<file path="src/rtl/o_fab_serializer_pkg.sv">
// Shared types and helpers for the fabric-to-pad output serializer.
// Used by o_fab_serializer (optional parity via O_FAB_SERIALIZER_PARITY_EN).
package o_fab_serializer_pkg;

  typedef enum logic {
    IDLE  = 1'b0,
    SHIFT = 1'b1
  } state_t;

  localparam int WIDTH_MIN = 3;
  localparam int WIDTH_MAX = 10;

  // Even parity: the appended bit makes the total count of ones even.
  function automatic logic even_parity(input logic [WIDTH_MAX-1:0] word);
    return ^word;
  endfunction

endpackage

</file>
<file path="src/rtl/o_fab_shift_reg.sv">
// Loadable right-shift register; load wins over shift, LSB is the next bit out.
module o_fab_shift_reg #(
  parameter int W = 4
) (
  input  logic         clk,
  input  logic         rst,
  input  logic         load,
  input  logic         shift,
  input  logic [W-1:0] d,
  output logic         lsb
);

  logic [W-1:0] data_reg;

  always_ff @(posedge clk or posedge rst) begin
    if (rst) begin
      data_reg <= '0;
    end else if (load) begin
      data_reg <= d;
    end else if (shift) begin
      data_reg <= {1'b0, data_reg[W-1:1]};
    end
  end

  assign lsb = data_reg[0];

endmodule

</file>
<file path="src/rtl/o_fab_serializer.sv">
// Fabric-to-pad output serializer: parallel word in over valid/ready, LSB-first serial out.
// Define O_FAB_SERIALIZER_PARITY_EN to append an even-parity bit to every frame.
module o_fab_serializer
  import o_fab_serializer_pkg::*;
#(
  parameter int WIDTH = 4
) (
  input  logic             CLK,
  input  logic             RST,
  input  logic [WIDTH-1:0] D,
  input  logic             DATA_VALID,
  output logic             DATA_READY,
  input  logic             OE_IN,
  output logic             Q,
  output logic             OE_OUT
);

`ifdef O_FAB_SERIALIZER_PARITY_EN
  localparam int FRAME_LEN = WIDTH + 1;
`else
  localparam int FRAME_LEN = WIDTH;
`endif
  localparam int CNT_W = $clog2(WIDTH + 2);
  localparam logic [CNT_W-1:0] LAST_BIT = CNT_W'(FRAME_LEN - 1);

  generate
    if (WIDTH < WIDTH_MIN || WIDTH > WIDTH_MAX) begin : g_width_check
      $error("o_fab_serializer: WIDTH out of range");
    end
  endgenerate

  state_t                 state_reg;
  logic [CNT_W-1:0]       cnt_reg;
  logic                   oe_latch_reg;
  logic                   accept;
  logic                   bit_out;
  logic [FRAME_LEN-1:0]   load_word;

`ifdef O_FAB_SERIALIZER_PARITY_EN
  assign load_word = {even_parity(WIDTH_MAX'(D)), D};
`else
  assign load_word = D;
`endif

  // Ready in IDLE or on the final bit of a frame, so frames can chain with no gap.
  assign DATA_READY = ~RST & ((state_reg == IDLE) | (cnt_reg == LAST_BIT));
  assign accept     = DATA_VALID & DATA_READY;

  o_fab_shift_reg #(
    .W (FRAME_LEN)
  ) u_shift_reg (
    .clk   (CLK),
    .rst   (RST),
    .load  (accept),
    .shift (state_reg == SHIFT),
    .d     (load_word),
    .lsb   (bit_out)
  );

  always_ff @(posedge CLK or posedge RST) begin
    if (RST) begin
      state_reg    <= IDLE;
      cnt_reg      <= '0;
      oe_latch_reg <= 1'b0;
      Q            <= 1'b0;
      OE_OUT       <= 1'b0;
    end else begin
      // Output stage lags the shift register by one edge.
      Q      <= (state_reg == SHIFT) ? bit_out : 1'b0;
      OE_OUT <= (state_reg == SHIFT) ? oe_latch_reg : 1'b0;
      if (accept) begin
        state_reg    <= SHIFT;
        cnt_reg      <= '0;
        oe_latch_reg <= OE_IN;
      end else if (state_reg == SHIFT) begin
        if (cnt_reg == LAST_BIT) begin
          state_reg <= IDLE;
          cnt_reg   <= '0;
        end else begin
          cnt_reg <= cnt_reg + CNT_W'(1);
        end
      end
    end
  end

endmodule
</file>
<file path="config.mk">
export PLATFORM = sky130hd
export DESIGN_NAME = o_fab_serializer
export DESIGN_NICKNAME = d
export VERILOG_FILES = /design/src/rtl/o_fab_serializer_pkg.sv /design/src/rtl/o_fab_shift_reg.sv /design/src/rtl/o_fab_serializer.sv
export SDC_FILE = /design/constraint.sdc
export NUM_CORES = 1
export LEC_CHECK = 0
export CORE_ASPECT_RATIO = 0.8
export CORE_MARGIN = 2
export CORE_UTILIZATION = 30
export CTS_BUF_LIST = sky130_fd_sc_hd__clkbuf_8
export DETAILED_ROUTE_END_ITERATION = 7
export PLACE_DENSITY_LB_ADDON = 0.12
export SLEW_MARGIN = 20
export SYNTH_ARGS = -nofsm -noshare
export SYNTH_HDL_FRONTEND = slang
export SYNTH_HIERARCHICAL = 1
export SYNTH_SLANG_ARGS = --single-unit
</file>
<file path="constraint.sdc">
create_clock -name CLK -period 1.2 [get_ports CLK]
set_input_delay 0.12 -clock CLK [delete_from_list [all_inputs] [get_ports CLK]]
set_output_delay 0.12 -clock CLK [all_outputs]
set_load 0.01 [all_outputs]
</file>
==> results_dict.tcl <==
set metrics [dict create \
    path_delay_family "flip-flops" \
    die_w_um 49.3 \
    slew_headroom_pct 81.2 \
    wl_um 922 \
    final_antenna_net_count 0 \
    synthDistinctLibCells 16 \
    h-tree-depth 1 \
    worst-path-max-fanout 3 \
    setup_slack_ps -116 \
    yosysWarnings 6 \
    hold_class "in -> async" \
    fillers 164 \
    setup_tns_ps -432 \
    drc 0 \
    grt_pass1_wl_um 1590 \
    routedWlPerCell_um 10.5 \
    final_cells 88 \
    worstPathArrival_ps 1440 \
    place_area_um2 678 \
    initial_utilization_pct 31.2 \
    placedCellCount 82 \
    syn_area_per_cell_um2 11.5 \
    die-area_um2 1990 \
    synth_flop_cell "dfrtp_1" \
    clockBufferDepth 2 \
    start_kind "flop" \
    yosysTopAreaCellShare_pct 55.8 \
    final_area_um2 744 \
    synthCells 43 \
    placementRows 13 \
    diodes 0 \
    place_hpwl_um 628 \
    final_max_slew_viol_count 0 \
    antenna_found_initial 0 \
    violations "negative setup slack" \
    ys_seq_elements 11 \
    rsz0062_at_grt "yes" \
    cts_tree "built" \
    setup_viol 7 \
    drive_above_1_share_pct 28.8 \
    fin_crit_sh_pct 110 \
    via_per_inst 4.15 \
    p_leak_nw 0.367 \
    synth.net_count 52 \
    worst_pin_slew_ps 281 \
    synth-edff-count 0 \
    port_buffers 10 \
    grt_start_max_net_pins 11 \
    largest_reg_flops 4 \
    cts_buffers 3 \
    clk_pin_slew_worst_paths_ps 50 \
    core_um2 1580 \
    synthesis.area_um2 493 \
    max_stage_delay_ps 390 \
    period_minus_slack_ps 1320 \
    cts_root_buffer "clkbuf_8" \
    worstSkewPairLatency_ps 240 \
    crit_path_end_kind "flop" \
    nNetsFinal 76 \
    cp_num_buf_inv 1 \
    gr-total-overflow 0 \
    cts_sinks 11 \
    ys_top_cells_by_area "dfrtp_1 56%, mux2i_1 8.1%, nand2_1 6.1%" \
    yosysMostFrequentCell "dfrtp_1" \
    gp_congestion 0.698 \
    power_density_nw_per_um2 2210 \
    timing.fmax_mhz 760 \
    drv_cap 0 \
    crit_chain "ha_4 > nand2b_4 > buf_6 > a21oi_4 > mux2_4" \
    drt_iter0_drc 1 \
    crit_path_top_delay_cell "dfrtp_1" \
    grt_usage_pct 12.0 \
    crit_type "reg -> reg" \
    async_flop_share_pct 100 \
    grt_pass1_vias 331 \
    ys_seq_area_share_pct 55.8 \
    die_h_um 40.3 \
    status "finished, violations left" \
    area_growth_pct 51.0 \
    via_count 365 \
    yosys.area.top_type "dfrtp_1" \
    required_ps 1320 \
    first_pass_iters 2 \
    irDropWorstVdd_v 0.00140 \
    synthTopCellsByCount "11 x dfrtp_1, 8 x nand2_1, 4 x mux2i_1" \
    io_pins 11 \
    clock_skew_ps 4.30 \
    hold_violations 0 \
]
cell type report:
type	count	area [µm²]	share of cell area, %
multi-input cells	29	218	29.2
clock inverters	1	3.75	0.504
clock buffers	3	41.3	5.55
flip-flops and latches	11	275	37.0
repair buffers	20	171	23.0
inverters	2	7.51	1.01
well taps	22	27.5	3.70
cells in the final DEF, fill, tap and decap left out, types with 2 or more instances in the layout:
cell	count
buf_4	9
dlygate4sd2_1	2
o21ai_1	4
dfrtp_1	11
clkbuf_8	3
nor2_1	2
nand2b_4	2
and2_1	2
clkdlybuf4s50_1	7
nand2_1	8
mux2i_1	4
inv_1	3
what timing repair did:
action                                  4_1_cts  5_1_grt
setup buffers                                 0        2
hold buffers                                  0        0
pin swaps                                     2        2
endpoints found under the setup margin       10        8
resized for setup                             8        1
cells by family after synthesis:
logic type | after synthesis | share of synthesized area (%)
compound gates | 7 | 9.39
fa+ha+maj | 1 | 2.54
buf+inv | 3 | 2.54
flops | 11 | 55.8
mux | 5 | 11.2
simple gates | 16 | 18.5
worst reg2reg max path, cell delays in order (launching register included):
cell and delay [ps]:
dfrtp_1 390, ha_4 170, nand2b_4 60, buf_6 120
a21oi_4 160, mux2_4 310
per-layer routing:
layer	global-route usage, %	share of wire [%]	vias up
met2	16.2	43	9
met5	0	0	-
met4	6.43	1.4	0
met1	15.7	49	167
met3	5.97	6.6	2
li1	-	-	187
final timing paths:
kind,slack [ps],cells after the start,startpoint,end
worst max-delay path,-120,5,cnt_reg[0],oe_latch_reg
worst min-delay path,270,3,RST,u_shift_reg/data_reg[0]
worst max register to register,-120,5,cnt_reg[0],oe_latch_reg
worst min register to register,480,1,u_shift_reg/data_reg[0],Q
max in group asynchronous,660,3,RST,cnt_reg[0]
min in group CLK,420,3,D[2],u_shift_reg/data_reg[2]
report_power, final:
part	internal, mW	switching [mW]
registers	0.516	0.0912
clock network	0.225	0.147
logic	0.388	0.279
total	1.13	0.517
per-stage QoR:
stage | utilization, % | worst slack, ps | hold WS, ps | total power [mW]
3_5_place_dp | 43.0 | -187 | 472 | 1.22
6_report | 47.2 | -116 | 271 | 1.65
4_1_cts | 46.2 | -147 | 276 | 1.61
3_3_place_gp | 43.0 | -179 | 472 | 1.22
5_1_grt | 47.2 | -181 | 315 | 1.78
2_1_floorplan | - | -80.3 | -114 | 0.981
Note: power is estimated with default switching activity, not from simulation.
